===== src/rtl/branch_counter_pkg.sv =====
// branch_counter_pkg
// Shared sizing constants for the per-thread branch loop counter. The
// condition predicate and the thread-number stage import the same values,
// so every stage agrees on the word and thread-id widths.
package branch_counter_pkg;

  localparam int DEFAULT_WORD_WIDTH        = 36;
  localparam int DEFAULT_THREAD_COUNT      = 8;
  localparam int DEFAULT_THREAD_ADDR_WIDTH = 3;

endpackage


===== src/rtl/branch_counter_entry.sv =====
// branch_counter_entry
// One thread's loop counter: a count register and a reload register.
// Ports:
//   clock, reset_n - rising-edge clock, asynchronous active-low reset
//   load           - take load_data into both count and reload
//   load_data      - new reload value
//   step           - decrement the count, reloading it when already zero
//   running        - combinational: count is nonzero
module branch_counter_entry
  import branch_counter_pkg::*;
#(
  parameter int WORD_WIDTH = DEFAULT_WORD_WIDTH
) (
  input  logic                  clock,
  input  logic                  reset_n,
  input  logic                  load,
  input  logic [WORD_WIDTH-1:0] load_data,
  input  logic                  step,
  output logic                  running
);

  logic [WORD_WIDTH-1:0] count_q;
  logic [WORD_WIDTH-1:0] reload_q;

  assign running = (count_q != '0);

  // Load has priority over step; the top also masks step on a same-thread
  // write, so this ordering is only a second line of defence.
  always_ff @(posedge clock or negedge reset_n) begin
    if (!reset_n) begin
      count_q  <= '0;
      reload_q <= '0;
    end else if (load) begin
      count_q  <= load_data;
      reload_q <= load_data;
    end else if (step) begin
      // Stepping at zero rearms the loop instead of wrapping.
      if (running) count_q <= count_q - 1'b1;
      else         count_q <= reload_q;
    end
  end

endmodule


===== src/rtl/branch_counter.sv =====
// branch_counter
// Per-thread loop counters feeding the B-group counter input of the
// branch condition predicate.
// Ports:
//   clock, reset_n   - rising-edge clock, asynchronous active-low reset
//   current_thread   - thread examined this cycle
//   decrement        - step current_thread's counter
//   write_enable     - software load of write_thread's counter
//   write_thread     - target thread of the load
//   write_data       - value loaded into both reload and count
//   counter_running  - registered: examined count was nonzero
//   counter_thread   - registered: thread that counter_running refers to
//
// Timing contract: current_thread/decrement/write_* are sampled on a rising
// edge; counter_running and counter_thread present the result of that
// sample after the same edge, reflecting the count as it stood before the
// edge's own update. There is no back-pressure; every cycle is a sample.
module branch_counter
  import branch_counter_pkg::*;
#(
  parameter int WORD_WIDTH        = DEFAULT_WORD_WIDTH,
  parameter int THREAD_COUNT      = DEFAULT_THREAD_COUNT,
  parameter int THREAD_ADDR_WIDTH = DEFAULT_THREAD_ADDR_WIDTH
) (
  input  logic                         clock,
  input  logic                         reset_n,
  input  logic [THREAD_ADDR_WIDTH-1:0] current_thread,
  input  logic                         decrement,
  input  logic                         write_enable,
  input  logic [THREAD_ADDR_WIDTH-1:0] write_thread,
  input  logic [WORD_WIDTH-1:0]        write_data,
  output logic                         counter_running,
  output logic [THREAD_ADDR_WIDTH-1:0] counter_thread
);

  localparam logic [THREAD_ADDR_WIDTH:0] THREAD_LIMIT =
    THREAD_COUNT[THREAD_ADDR_WIDTH:0];

  logic [THREAD_COUNT-1:0] entry_running;
  logic                    current_valid;
  logic                    selected_running;

  for (genvar i = 0; i < THREAD_COUNT; i++) begin : g_entry
    logic load;
    logic step;

    // A write to this thread discards a coinciding decrement.
    assign load = write_enable && (write_thread == THREAD_ADDR_WIDTH'(i));
    assign step = decrement && (current_thread == THREAD_ADDR_WIDTH'(i)) && !load;

    branch_counter_entry #(
      .WORD_WIDTH (WORD_WIDTH)
    ) u_entry (
      .clock     (clock),
      .reset_n   (reset_n),
      .load      (load),
      .load_data (write_data),
      .step      (step),
      .running   (entry_running[i])
    );
  end

  // Thread ids past THREAD_COUNT have no entry and read as not-running.
  assign current_valid = ({1'b0, current_thread} < THREAD_LIMIT);

  always_comb begin
    selected_running = 1'b0;
    if (current_valid) selected_running = entry_running[current_thread];
  end

  always_ff @(posedge clock or negedge reset_n) begin
    if (!reset_n) begin
      counter_running <= 1'b0;
      counter_thread  <= '0;
    end else begin
      counter_running <= selected_running;
      counter_thread  <= current_thread;
    end
  end

endmodule

===== config.mk =====
export PLATFORM = sky130hd
export DESIGN_NAME = branch_counter
export DESIGN_NICKNAME = d
export VERILOG_FILES = /design/src/rtl/branch_counter_pkg.sv /design/src/rtl/branch_counter_entry.sv /design/src/rtl/branch_counter.sv
export SDC_FILE = /design/constraint.sdc
export NUM_CORES = 1
export LEC_CHECK = 0
export ABC_AREA = 0
export CAP_MARGIN = 20
export CORE_AREA = 5 5 244 246
export CTS_CLUSTER_DIAMETER = 60
export DETAILED_ROUTE_END_ITERATION = 6
export DIE_AREA = 0 0 249 251
export GPL_TIMING_DRIVEN = 1
export PLACE_DENSITY = 0.71
export REMOVE_ABC_BUFFERS = 1
export SKIP_LAST_GASP = 1
export SYNTH_ARGS = -nofsm -noshare
export SYNTH_HDL_FRONTEND = slang
export SYNTH_SLANG_ARGS = --single-unit
export TNS_END_PERCENT = 20

===== constraint.sdc =====
create_clock -name clock -period 3 [get_ports clock]
set_input_delay 0.45 -clock clock [delete_from_list [all_inputs] [get_ports clock]]
set_output_delay 0.45 -clock clock [all_outputs]
set_load 0.02 [all_outputs]

==> results.toml <==
[drt]
routed_via_density = 6.29
dr.pass1.iters = 6
detail_route.wirelength_microns = 97600
drt_iter0_markers = 2755
ant_nets = 0
avgRoutedWirePerCell_microns = 21.7
vias = 28295
drc = 0

[power]
power_frac_clock_pct = 32.8
p_comb_share_pct = 22.7
leakage_nw = 15.7
switchingPower_w = 0.00826
ir_worst_vdd_v = 0.000501
powerDensity_nw_per_um2 = 720
internal_power_w = 0.0172
switching_share_pct = 32.5
power_frac_seq_pct = 44.5
finalPower_w = 0.0254

[sta]
rsz0062_at_grt = "true"
hold_viol = 0
fin_crit_ns = 2.90
post-route-period-util_pct = 96.8
skew_ns = 0.0137
setup_viol = 0
whs_ns = 0.450
fmax_mhz = 344
max-slew-margin-rel_pct = 24.6
worst_slew_pin_slew_ns = 1.13
timing.final.max_slew_violations = 0

[layout]
syn2layout_area_growth_pct = 14.2
final_layout_size_suffix_gt1_share_pct = 9.59
nets = 3744
fillCellCount = 4894

[floorplanning]
rows = 88
start_util_pct = 54.1
die_h_microns = 251
die-area_sq_um = 62500
core_sq_um = 57100
ios = 50
die_x_microns = 249

[clocking]
worst_skew_pair.late_latency_ns = 0.61
cts_max_level = 3
cts_tree = "yes"
post-cts-setup-buffers = 0
numClockSinks = 580
clockBufferDepth = 3
cts_buffers = 67
clk_pin_slew_ns = 0.06
root_buffer = "clkbuf_16"

[yosys]
synth_top_family_by_area = "simple AND/OR/NAND/NOR gates"
synth_xor_area_share_pct = 6.29
synth_area_leaders = "dfrtp_1, nand2_1, o21ai_0, xnor2_1, nor2_1"
yosysTopAreaCellShare_pct = 47.0
synthMuxAreaShare_pct = 0.296
synth_compound_area_share_pct = 16.8
synth_fa_ha_area_share_pct = 0.648
syn_area_sq_um = 30900
yosys.area.top_type = "dfrtp_1"
synthArstFlopShare_pct = 100
ys_warn_count = 0
synth-simple-area-share_pct = 25.4
yosys_register_bits = 580
synth_cell_types = 76
seq_area_frac_synth_pct = 47.0
synth_top_flop_cell = "dfrtp_1"
synthCells = 3624
yosys-top-cells-count = "nand2_1, dfrtp_1, o21ai_0"
yosysMostFrequentCell = "nand2_1"
avgSynthCellArea_sq_um = 8.53
synth_edf_count = 0

[grt]
grt_pass1_wl_microns = 156000
antenna_found_initial = 5
grtUsageTotal_pct = 30.8
grt_overflow = 0
grt_max_degree = 86
grt_pass1_vias = 27725

[critical_path]
crit_path_end_kind = "flip-flop"
cp_max_fo = 15
crit_path_start_kind = "flip-flop"
critPathBufInv = 1
r2r_end = "g_entry[2].u_entry.count_q[24]$_DFFE_PN0P_"
rr_worst_depth = 7
critPathKind = "reg2reg"
cp_slowest_stage_delay_ns = 0.60
ff2ff_setup_slack_ns = 0.1
slowest_stage = "or4_1"
timing.rr.start = "g_entry[2].u_entry.count_q[26]$_DFFE_PN0P_"
crit_arrival_ns = 3.37
crit_path_cell_trace = "or4_1 > or4_1 > or2_1 > or2_1 > buf_4 > nand2_1 > o21ai_0"
required_ns = 3.47
cp_top_family = "simple AND/OR/NAND/NOR gates"

[flow_run]
maxCapViolations = 0

[placement]
hpwl_microns = 61600
place_congestion = 0.936
portBuffers = 49

[run_status]
status = "complete, no violations"

[hold_path]
min_path_type = "in2async"
final cells by class:
cell class              count  area [sq um]  area share [%]
flip-flops and latches    580         14500            41.1
inverters                  33           124           0.351
clock buffers             104          2070            5.87
well taps                 765           957            2.71
repair buffers            238          2090            5.92
clock inverters            15           163           0.461
diodes                      2          5.00          0.0142
multi-input cells        2762         15400            43.5
layout by cell type (no fill, tap or decap), drive strengths merged, types with 59 or more instances in the layout:
master	synthesis	layout
dfrtp	580	580
or4	60	60
o21ai	290	290
buf	46	189
a21oi	66	66
a22oi	88	88
clkbuf	203	104
nand2	1022	1022
xnor2	136	136
nor4	63	63
nor3	107	107
nand3	71	71
xor2	86	86
nor2	233	233
or3	59	59
metrics by stage:
stage	cells	worst slack, ns	util [%]	area (sq um)	TNS (ns)
after floorplan	3375	-3.44	-	29900	-556.78
after global placement	4376	-0.296	57.8	33000	-3.65
after detailed placement	4377	-0.181	57.8	33000	-1.38
after CTS	4497	0.0426	61.7	35300	0
after global routing	4497	-0.0272	61.7	35300	-0.0995
final	4499	0.0968	61.8	35300	0
sequential cells by signal (all words and copies together), names as in the netlist:
register                  flops
g_entry.u_entry.count_q     288
counter_thread                3
counter_running               1
g_entry.u_entry.reload_q    288
worst max-delay path by stage:
| stage | startpoint | to | cells after the start |
|---|---|---|---|
| 3_3_place_gp | current_thread[2] | g_entry[2].u_entry.count_q[22]$_DFFE_PN0P_ | 6 |
| 6_report | g_entry[2].u_entry.count_q[26]$_DFFE_PN0P_ | g_entry[2].u_entry.count_q[24]$_DFFE_PN0P_ | 7 |
| 5_1_grt | g_entry[2].u_entry.count_q[26]$_DFFE_PN0P_ | g_entry[2].u_entry.count_q[22]$_DFFE_PN0P_ | 7 |
| 2_1_floorplan | write_thread[2] | g_entry[0].u_entry.count_q[35]$_DFFE_PN0P_ | 5 |
| 4_1_cts | g_entry[6].u_entry.count_q[0]$_DFFE_PN0P_ | g_entry[6].u_entry.count_q[12]$_DFFE_PN0P_ | 9 |
| 3_5_place_dp | decrement | g_entry[0].u_entry.count_q[22]$_DFFE_PN0P_ | 6 |
power by group through the flow:
stage	clock (W)	sequential [W]	combinational, W
2_1_floorplan	0	0.0109	0.00407
3_3_place_gp	0	0.0113	0.00549
3_5_place_dp	0	0.0113	0.00570
4_1_cts	0.00846	0.0113	0.00576
5_1_grt	0.00878	0.0116	0.00652
6_report	0.00835	0.0113	0.00578
metal layers:
metal	up-vias	track usage [%]	routed length (microns)	part of all wire, %
li1	12879	-	-	-
met2	1231	48.4	44000	45
met3	246	5.85	8810	9.0
met5	-	0	45	0.046
met1	13933	43.0	40700	42
met4	6	11.4	3960	4.1
what timing repair did:
| action | CTS | global route |
|---|---|---|
| endpoints found under the hold margin | 56 | 0 |
| resized for setup | 0 | 7 |
| setup endpoints to repair | 0 | 15 |
| hold buffers | 1 | 0 |
logic make-up (layout without fill, tap and decap cells):
kind of cell,after synthesis,count (layout)
muxes,9,9
DFF,580,580
AOI/OAI and AO/OA,771,771
buffers and inverters,282,390
and+or+nand+nor,1744,1744
xor gates and xnor gates,222,222
other,0,2
adders and majority gates,16,16
Power figures use the tool's default switching activity.
